### config.mk
export PLATFORM = sky130hd
export DESIGN_NAME = bfp16_col_feeder
export DESIGN_NICKNAME = d
export VERILOG_FILES = /design/src/rtl/bfp16_col_feeder.sv
export SDC_FILE = /design/constraint.sdc
export NUM_CORES = 1
export LEC_CHECK = 0
export BUFFER_PORTS_ARGS = -buffer_cell sky130_fd_sc_hd__buf_2
export CAP_MARGIN = 5
export CORE_AREA = 3 3 221 201
export DETAILED_ROUTE_END_ITERATION = 10
export DIE_AREA = 0 0 224 204
export GPL_TIMING_DRIVEN = 0
export PLACE_DENSITY_LB_ADDON = 0.15
export SETUP_SLACK_MARGIN = 0.1
export SLEW_MARGIN = 20
export SYNTH_ARGS = -nofsm -noshare
export SYNTH_HDL_FRONTEND = slang
export SYNTH_SLANG_ARGS = --single-unit
export TNS_END_PERCENT = 50
### constraint.sdc
create_clock -name clk -period 5.95 [get_ports clk]
set_input_delay 0.595 -clock clk [delete_from_list [all_inputs] [get_ports clk]]
set_output_delay 0.595 -clock clk [all_outputs]
set_load 0.01 [all_outputs]
### src/rtl/bfp16_col_feeder.sv
// bfp16_col_feeder: collects LANES weights, shifts them into the column (ctrl=0), then streams diagonally skewed ifmap rows (ctrl=1) and drains the skew.
// Latency: weight[0] appears 2 cycles after the last weight handshake; ifmap lane l appears l+1 cycles after its row handshake; done coincides with the last lane of the final row.
// Backpressure: w_ready/row_ready are registered phase indicators; emission and drain never stall, and bubbles in row_valid become zero rows.
module bfp16_col_feeder #(
   parameter int DATA_TYPE = 16,
   parameter int LANES     = 8,   // at least 2: the drain phase is LANES-1 cycles long
   parameter int ROW_W     = 8
) (
   input  logic                       clk,
   input  logic                       rst,
   input  logic                       start,
   input  logic [ROW_W-1:0]           num_rows,
   input  logic                       w_valid,
   input  logic [DATA_TYPE-1:0]       w_data,
   output logic                       w_ready,
   input  logic                       row_valid,
   input  logic [LANES*DATA_TYPE-1:0] row_data,
   output logic                       row_ready,
   output logic                       ctrl,
   output logic [DATA_TYPE-1:0]       weight,
   output logic [LANES*DATA_TYPE-1:0] ifmap,
   output logic                       busy,
   output logic                       done
);

   localparam int            CW         = $clog2(LANES);
   localparam logic [CW-1:0] LAST       = CW'(LANES - 1);
   localparam logic [CW-1:0] DRAIN_LAST = CW'(LANES - 2);

   typedef enum logic [2:0] {
      S_IDLE,
      S_COLLECT_W,
      S_EMIT_W,
      S_STREAM,
      S_DRAIN
   } state_t;

   state_t                     state_q, state_d;
   logic [CW-1:0]              cnt_q, cnt_d;        // weight index while collecting/emitting, drain cycle count
   logic [ROW_W-1:0]           rcnt_q, rcnt_d;
   logic [ROW_W-1:0]           nrows_q, nrows_d;
   logic [DATA_TYPE-1:0]       wbuf_q [LANES];

   logic                       w_ready_q, w_ready_d;
   logic                       row_ready_q, row_ready_d;
   logic                       ctrl_q, ctrl_d;
   logic [DATA_TYPE-1:0]       weight_q, weight_d;
   logic [LANES*DATA_TYPE-1:0] ifmap_q;
   logic                       busy_q, busy_d;
   logic                       done_q, done_d;

   logic                       w_hs;
   logic                       r_hs;
   logic [LANES*DATA_TYPE-1:0] stage_in;   // accepted row, or an all-zero bubble
   logic [LANES*DATA_TYPE-1:0] lane_dly;   // each lane already delayed by its own index

   assign w_hs     = w_valid & w_ready_q;
   assign r_hs     = row_valid & row_ready_q;
   assign stage_in = r_hs ? row_data : '0;

   // Next-state and registered-output decode; ready/busy follow the next state so they line up with it.
   always_comb begin
      state_d  = state_q;
      cnt_d    = cnt_q;
      rcnt_d   = rcnt_q;
      nrows_d  = nrows_q;
      ctrl_d   = 1'b0;
      weight_d = '0;
      done_d   = 1'b0;
      case (state_q)
         S_IDLE: begin
            if (start && (num_rows != '0)) begin
               nrows_d = num_rows;
               cnt_d   = '0;
               rcnt_d  = '0;
               state_d = S_COLLECT_W;
            end
         end
         S_COLLECT_W: begin
            if (w_hs) begin
               if (cnt_q == LAST) begin
                  cnt_d   = '0;
                  state_d = S_EMIT_W;
               end else begin
                  cnt_d = cnt_q + 1'b1;
               end
            end
         end
         S_EMIT_W: begin
            weight_d = wbuf_q[cnt_q];
            if (cnt_q == LAST) begin
               cnt_d   = '0;
               state_d = S_STREAM;
            end else begin
               cnt_d = cnt_q + 1'b1;
            end
         end
         S_STREAM: begin
            ctrl_d = 1'b1;
            if (r_hs) begin
               if (rcnt_q == nrows_q - 1'b1) begin
                  cnt_d   = '0;
                  state_d = S_DRAIN;
               end else begin
                  rcnt_d = rcnt_q + 1'b1;
               end
            end
         end
         S_DRAIN: begin
            ctrl_d = 1'b1;
            if (cnt_q == DRAIN_LAST) begin
               done_d  = 1'b1;
               state_d = S_IDLE;
            end else begin
               cnt_d = cnt_q + 1'b1;
            end
         end
         default: state_d = S_IDLE;
      endcase
      w_ready_d   = (state_d == S_COLLECT_W);
      row_ready_d = (state_d == S_STREAM);
      busy_d      = (state_d != S_IDLE);
   end

   // State, counters and all output registers.
   always_ff @(posedge clk) begin
      if (rst) begin
         state_q     <= S_IDLE;
         cnt_q       <= '0;
         rcnt_q      <= '0;
         nrows_q     <= '0;
         w_ready_q   <= 1'b0;
         row_ready_q <= 1'b0;
         ctrl_q      <= 1'b0;
         weight_q    <= '0;
         ifmap_q     <= '0;
         busy_q      <= 1'b0;
         done_q      <= 1'b0;
      end else begin
         state_q     <= state_d;
         cnt_q       <= cnt_d;
         rcnt_q      <= rcnt_d;
         nrows_q     <= nrows_d;
         w_ready_q   <= w_ready_d;
         row_ready_q <= row_ready_d;
         ctrl_q      <= ctrl_d;
         weight_q    <= weight_d;
         ifmap_q     <= lane_dly;
         busy_q      <= busy_d;
         done_q      <= done_d;
      end
   end

   // Weight buffer, filled in arrival order and read back in the same order.
   always_ff @(posedge clk) begin
      if (rst) begin
         for (int i = 0; i < LANES; i++) wbuf_q[i] <= '0;
      end else if (w_hs) begin
         wbuf_q[cnt_q] <= w_data;
      end
   end

   // Diagonal skew: lane l passes through l delay stages ahead of the output register.
   for (genvar l = 0; l < LANES; l++) begin : g_lane
      if (l == 0) begin : g_direct
         assign lane_dly[DATA_TYPE-1:0] = stage_in[DATA_TYPE-1:0];
      end else begin : g_sr
         logic [DATA_TYPE-1:0] sr_q [l];
         // Per-lane delay line; zero bubbles keep it flushing between jobs.
         always_ff @(posedge clk) begin
            if (rst) begin
               for (int k = 0; k < l; k++) sr_q[k] <= '0;
            end else begin
               sr_q[0] <= stage_in[l*DATA_TYPE +: DATA_TYPE];
               for (int k = 1; k < l; k++) sr_q[k] <= sr_q[k-1];
            end
         end
         assign lane_dly[l*DATA_TYPE +: DATA_TYPE] = sr_q[l-1];
      end
   end

   assign w_ready   = w_ready_q;
   assign row_ready = row_ready_q;
   assign ctrl      = ctrl_q;
   assign weight    = weight_q;
   assign ifmap     = ifmap_q;
   assign busy      = busy_q;
   assign done      = done_q;

endmodule

* Word-level counts from Yosys, hierarchy flattened
Memories as Yosys holds them, arrays and structs flattened. A register that Yosys moved wholly into a read port is not among the register bits.
Cells that the tools add are included.
** Operators by class
- Bitwise logic cells :: 32
- Reductions and logical operators :: 15
- Add/subtract/negate cells :: 3
- Multiplexer cells :: 60
- Equal/unequal tests :: 15
** Operators with widths (count)
- two-way mux 16 bit :: 29
- two-way mux 128 bit :: 1
- two-way mux 3 bit :: 14
- OR reduction 16 bit :: 2
- case mux 3 bit (5 select lines) :: 2
- OR 1 bit :: 27
- two-way mux 8 bit :: 3
- case mux 8 bit (2 select lines) :: 1
- inequality test 2 bit (second input constant) :: 6
- two-way mux 1 bit :: 10
- == test 3 x 2 -> 1 bit (second input constant) :: 3
- == test 3 bit (second input constant) :: 3
- adder 8 x 1 -> 8 bit (second input constant) :: 1
- == test 8 bit :: 1
- nonzero test 8 bit :: 1
- OR reduction 2 bit :: 4
- subtractor 8 x 1 -> 8 bit (second input constant) :: 1
- == test 3 x 1 -> 1 bit (second input constant) :: 2
- AND reduction 6 bit :: 1
- nonzero test 5 bit :: 1
- AND reduction 4 bit :: 1
- adder 3 x 1 -> 3 bit (second input constant) :: 1
- logical NOT 3 bit :: 1
- NOT 1 bit :: 3
- other kinds (5) :: 6
** Storage, ports and cells
- Output and inout port bits :: 149
- Bits in registers :: 43
- Memory bits (writable) :: 576
- Word-level logic and storage cells :: 143
- Memories kept :: 8
** Memories
- wbuf_q :: words 8, width 16, read ports 1, clocked after Yosys merged registers in 1, write ports 8, line 42 : logic [DATA_TYPE-1:0] wbuf_q [LANES];
- g_lane[7].g_sr.sr_q :: words 7, width 16, read ports 7, clocked after Yosys merged registers in 1, write ports 7, line 168 : logic [DATA_TYPE-1:0] sr_q [l];
- g_lane[6].g_sr.sr_q :: words 6, width 16, read ports 6, clocked after Yosys merged registers in 1, write ports 6, line 168
- g_lane[5].g_sr.sr_q :: words 5, width 16, read ports 5, clocked after Yosys merged registers in 1, write ports 5, line 168
- g_lane[4].g_sr.sr_q :: words 4, width 16, read ports 4, clocked after Yosys merged registers in 1, write ports 4, line 168
- g_lane[3].g_sr.sr_q :: words 3, width 16, read ports 3, clocked after Yosys merged registers in 1, write ports 3, line 168
- +2 memories

* Logic depth before layout (Yosys ltp)
- Depth in word-level cells :: 6
- Gate-level depth with buffers :: 9

* Worst setup path after synthesis
No wires, ideal clock.
- Path kind :: flip-flop to flip-flop
- Start :: reg nrows_q[0]
- End :: reg rcnt_q[4]
- Path slack :: 3.839 ns
- Path buffers :: 1
- Cell stages (with the launch flop) :: 10
- Arrival time :: 2.040 ns
- Setup time :: 0.072 ns
- Cells stage by stage :: dfxtp_1 inv_1 ha_1 xnor2_1 a211o_1 a211oi_4 and4_1 buf_6 nand4bb_1 mux2i_1
** Between the ends
- Cells in the longest elaborated chain, start to end :: 4
** Ends and longest elaborated chain
- start, declared :: line 41 : logic [ROW_W-1:0] nrows_q, nrows_d;
- start signal, assigned :: line 143 : nrows_q <= nrows_d;
- subtractor 8 x 1 -> 8 bit :: line 101 : if (rcnt_q == nrows_q - 1'b1) begin
- == test 8 bit :: line 101
- inequality test 2 bit (no source line)
- AND reduction 4 bit (no source line)
- end signal, assigned :: line 142 : rcnt_q <= rcnt_d;
- end, declared :: line 40 : logic [ROW_W-1:0] rcnt_q, rcnt_d;
No other way between the ends.
A chain may end at the register's enable or synchronous reset.

==> metrics.yaml <==
grt_pass1_wl_um: 69470
cts_root_buf: "clkbuf_16"
crit_arrival_ps: 2830
antenna_found_initial: 4
totalPowerFinal_mw: 9.941
ant_nets: 0
die-width_um: 224
crit_type: "register to register"
fin_crit_sh_pct: 43.99
postCtsSetupRepairBufs: 0
power.leakage_nw: 11.47
crit_path_end_kind: "register"
peakVddDrop_v: 0.0002758
timing.final.max_slew_violations: 0
met3_usage_pct: 5.141
gr-usage-met1_pct: 24.94
seq_area_frac_synth_pct: 70.23
post_cts_resized: 0
clkSinkCount: 747
grt_busiest_layer: "met2"
grt_pass1_vias: 12730
clock_skew_ps: 18.43
tightest_slew_ps: 1048
synth_edf_count: 128
grt_usage_pct: 19.80
cts_made_buffers: 69
hold_ws_ps: 195.2
place_congestion: 0.8201
h-tree-depth: 3
finalHoldViolations: 0
netlist_area_mm2: 0.02312
crit_fanout: 16
start_kind: "register"
viasPerCell: 4.717
yosys_warnings: 0
avgRoutedWirePerCell_um: 16.32
num_io_pins: 306
status: "complete, no violations"
area_growth_pct: 19.79
cts_tree: "done"
firstDrtPassIters: 5
clockBufferDepth: 3
fin_ws_ps: 3332
async_flop_share_pct: 0
drt_iter0_drc: 794
rsz0062_at_grt: "no"
coreArea_mm2: 0.04202
final_common_cell: "dfxtp_1"
synth_ff_type: "dfxtp_1"
postLayoutCellArea_mm2: 0.02769
core.rowCount: 71
gr-usage-met2_pct: 33.76
fin_cells: 2768
clkLatencyLatePin_ps: 590
synth_cells: 1790
routed_wl_um: 45180
grt_start_max_net_pins: 17
path_clk_slew_ps: 60
ys_seq_elements: 747
setup_tns_ps: 0
p_per_area_mw_per_mm2: 359.0
synth_area_leader_cell: "dfxtp_1"
place_area_mm2: 0.02532
final_util_pct: 65.91
dieHeight_um: 204
syn_nets: 1952
placed_cells: 2640
min_path_type: "input pin to register"
die_area_mm2: 0.04570
preCtsSetupSlack_ps: 2766
drive_above_1_share_pct: 21.53
synth_top_cell_area_share_pct: 53.60
vias: 13060
most-common-layout-cells: "dfxtp_1 (619), nor2b_1 (453), buf_2 (308)"
synth_cell_types: 59
fin_crit_ps: 2618
avgSynthCellArea_um2: 12.91
dp_hpwl_um: 31850
slew_headroom_pct: 29.60
drcViolationCount: 0
max_cap_violations: 0
start_util_pct: 55.02
finalSetupViolCount: 0
cts_hold_buf: 0
timing.fmax_ghz: 0.3820
cp.required_ps: 6170
nNetsFinal: 2326
portBuffers: 303
ys_top_cells_by_area: "dfxtp_1 (54%), edfxtp_1 (17%), nor2b_1 (12%)"
overflow: 0
cell families (layout without fill, tap and decap cells):
| kind of cell | count (synthesis) | in the layout | synth area share [%] |
|---|---|---|---|
| adder cells (fa/ha/maj) | 5 | 5 | 0.2706 |
| XOR/XNOR | 10 | 10 | 0.4114 |
| buffers and inverters | 99 | 529 | 1.699 |
| AO/OA/AOI/OAI | 49 | 49 | 1.559 |
| flip-flops | 747 | 747 | 70.23 |
| AND/OR/NAND/NOR | 831 | 831 | 21.97 |
| other | 0 | 1 | 0 |
| multiplexers | 49 | 49 | 3.854 |
state kept, by name (all words and copies together) (netlist names):
signal            flops
cnt_q                 3
state_q               3
ctrl                  1
w_ready               1
done                  1
rcnt_q                8
row_ready             1
ifmap               128
g_lane.g_sr.sr_q    448
nrows_q               8
busy                  1
wbuf_q              128
weight               16
final cells by class:
class	instances	area (um2)
well taps	547	684.4
clock buffers	98	2049
clock inverters	29	322.8
repair buffers	303	1516
plain buffers	93	370.4
diodes	1	2.502
inverters	6	22.52
multi-input cells	944	6489
fillers	3163	14330
flip-flops and latches	747	16240
Yosys cell counts (all sizes together), types with 3 or more instances:
| master | count |
|---|---|
| a31oi | 3 |
| or2 | 8 |
| buf | 11 |
| o21ai | 6 |
| mux4 | 32 |
| mux2i | 17 |
| a211o | 4 |
| xnor2 | 7 |
| edfxtp | 128 |
| o211ai | 4 |
| nor2b | 453 |
| nand4 | 6 |
| nor3 | 7 |
| nor2 | 35 |
| nand3 | 15 |
| and2 | 257 |
| a21oi | 18 |
| inv | 6 |
| ha | 5 |
| nand2 | 29 |
| clkbuf | 82 |
| dfxtp | 619 |
| nand2b | 6 |
| xor2 | 3 |
layer usage:
| layer | vias to the layer above | wire (um) |
|---|---|---|
| met3 | 71 | 2636 |
| met1 | 6161 | 19160 |
| li1 | 6494 | - |
| met4 | 2 | 962 |
| met5 | - | 13 |
| met2 | 328 | 22400 |
power breakdown:
group	leakage (nW)	internal, mW	switching (mW)
Sequential	6.31	5.17	0.0151
Combinational	3.99	0.0987	0.165
Clock	1.17	2.68	1.82
Total	11.5	7.95	2.00
worst max-delay path, cell delays in order, from the launching register on:
cell and delay (ps):
dfxtp_1 320, clkbuf_1 180, buf_2 260, nor3_1 880, or2_2 600
worst paths after layout:
check	depth (start not counted)	endpoint	from	slack, ps
hold reg to reg	1	g_lane[5].g_sr.sr_q[4][5]	g_lane[5].g_sr.sr_q[3][5]	430
hold / removal	2	g_lane[6].g_sr.sr_q[0][13]	row_data[109]	200
setup / recovery	4	wbuf_q[1][7]	cnt_q[1]	3330
setup reg to reg	4	wbuf_q[1][7]	cnt_q[1]	3330
No activity file was read; power rests on OpenSTA's default activity.
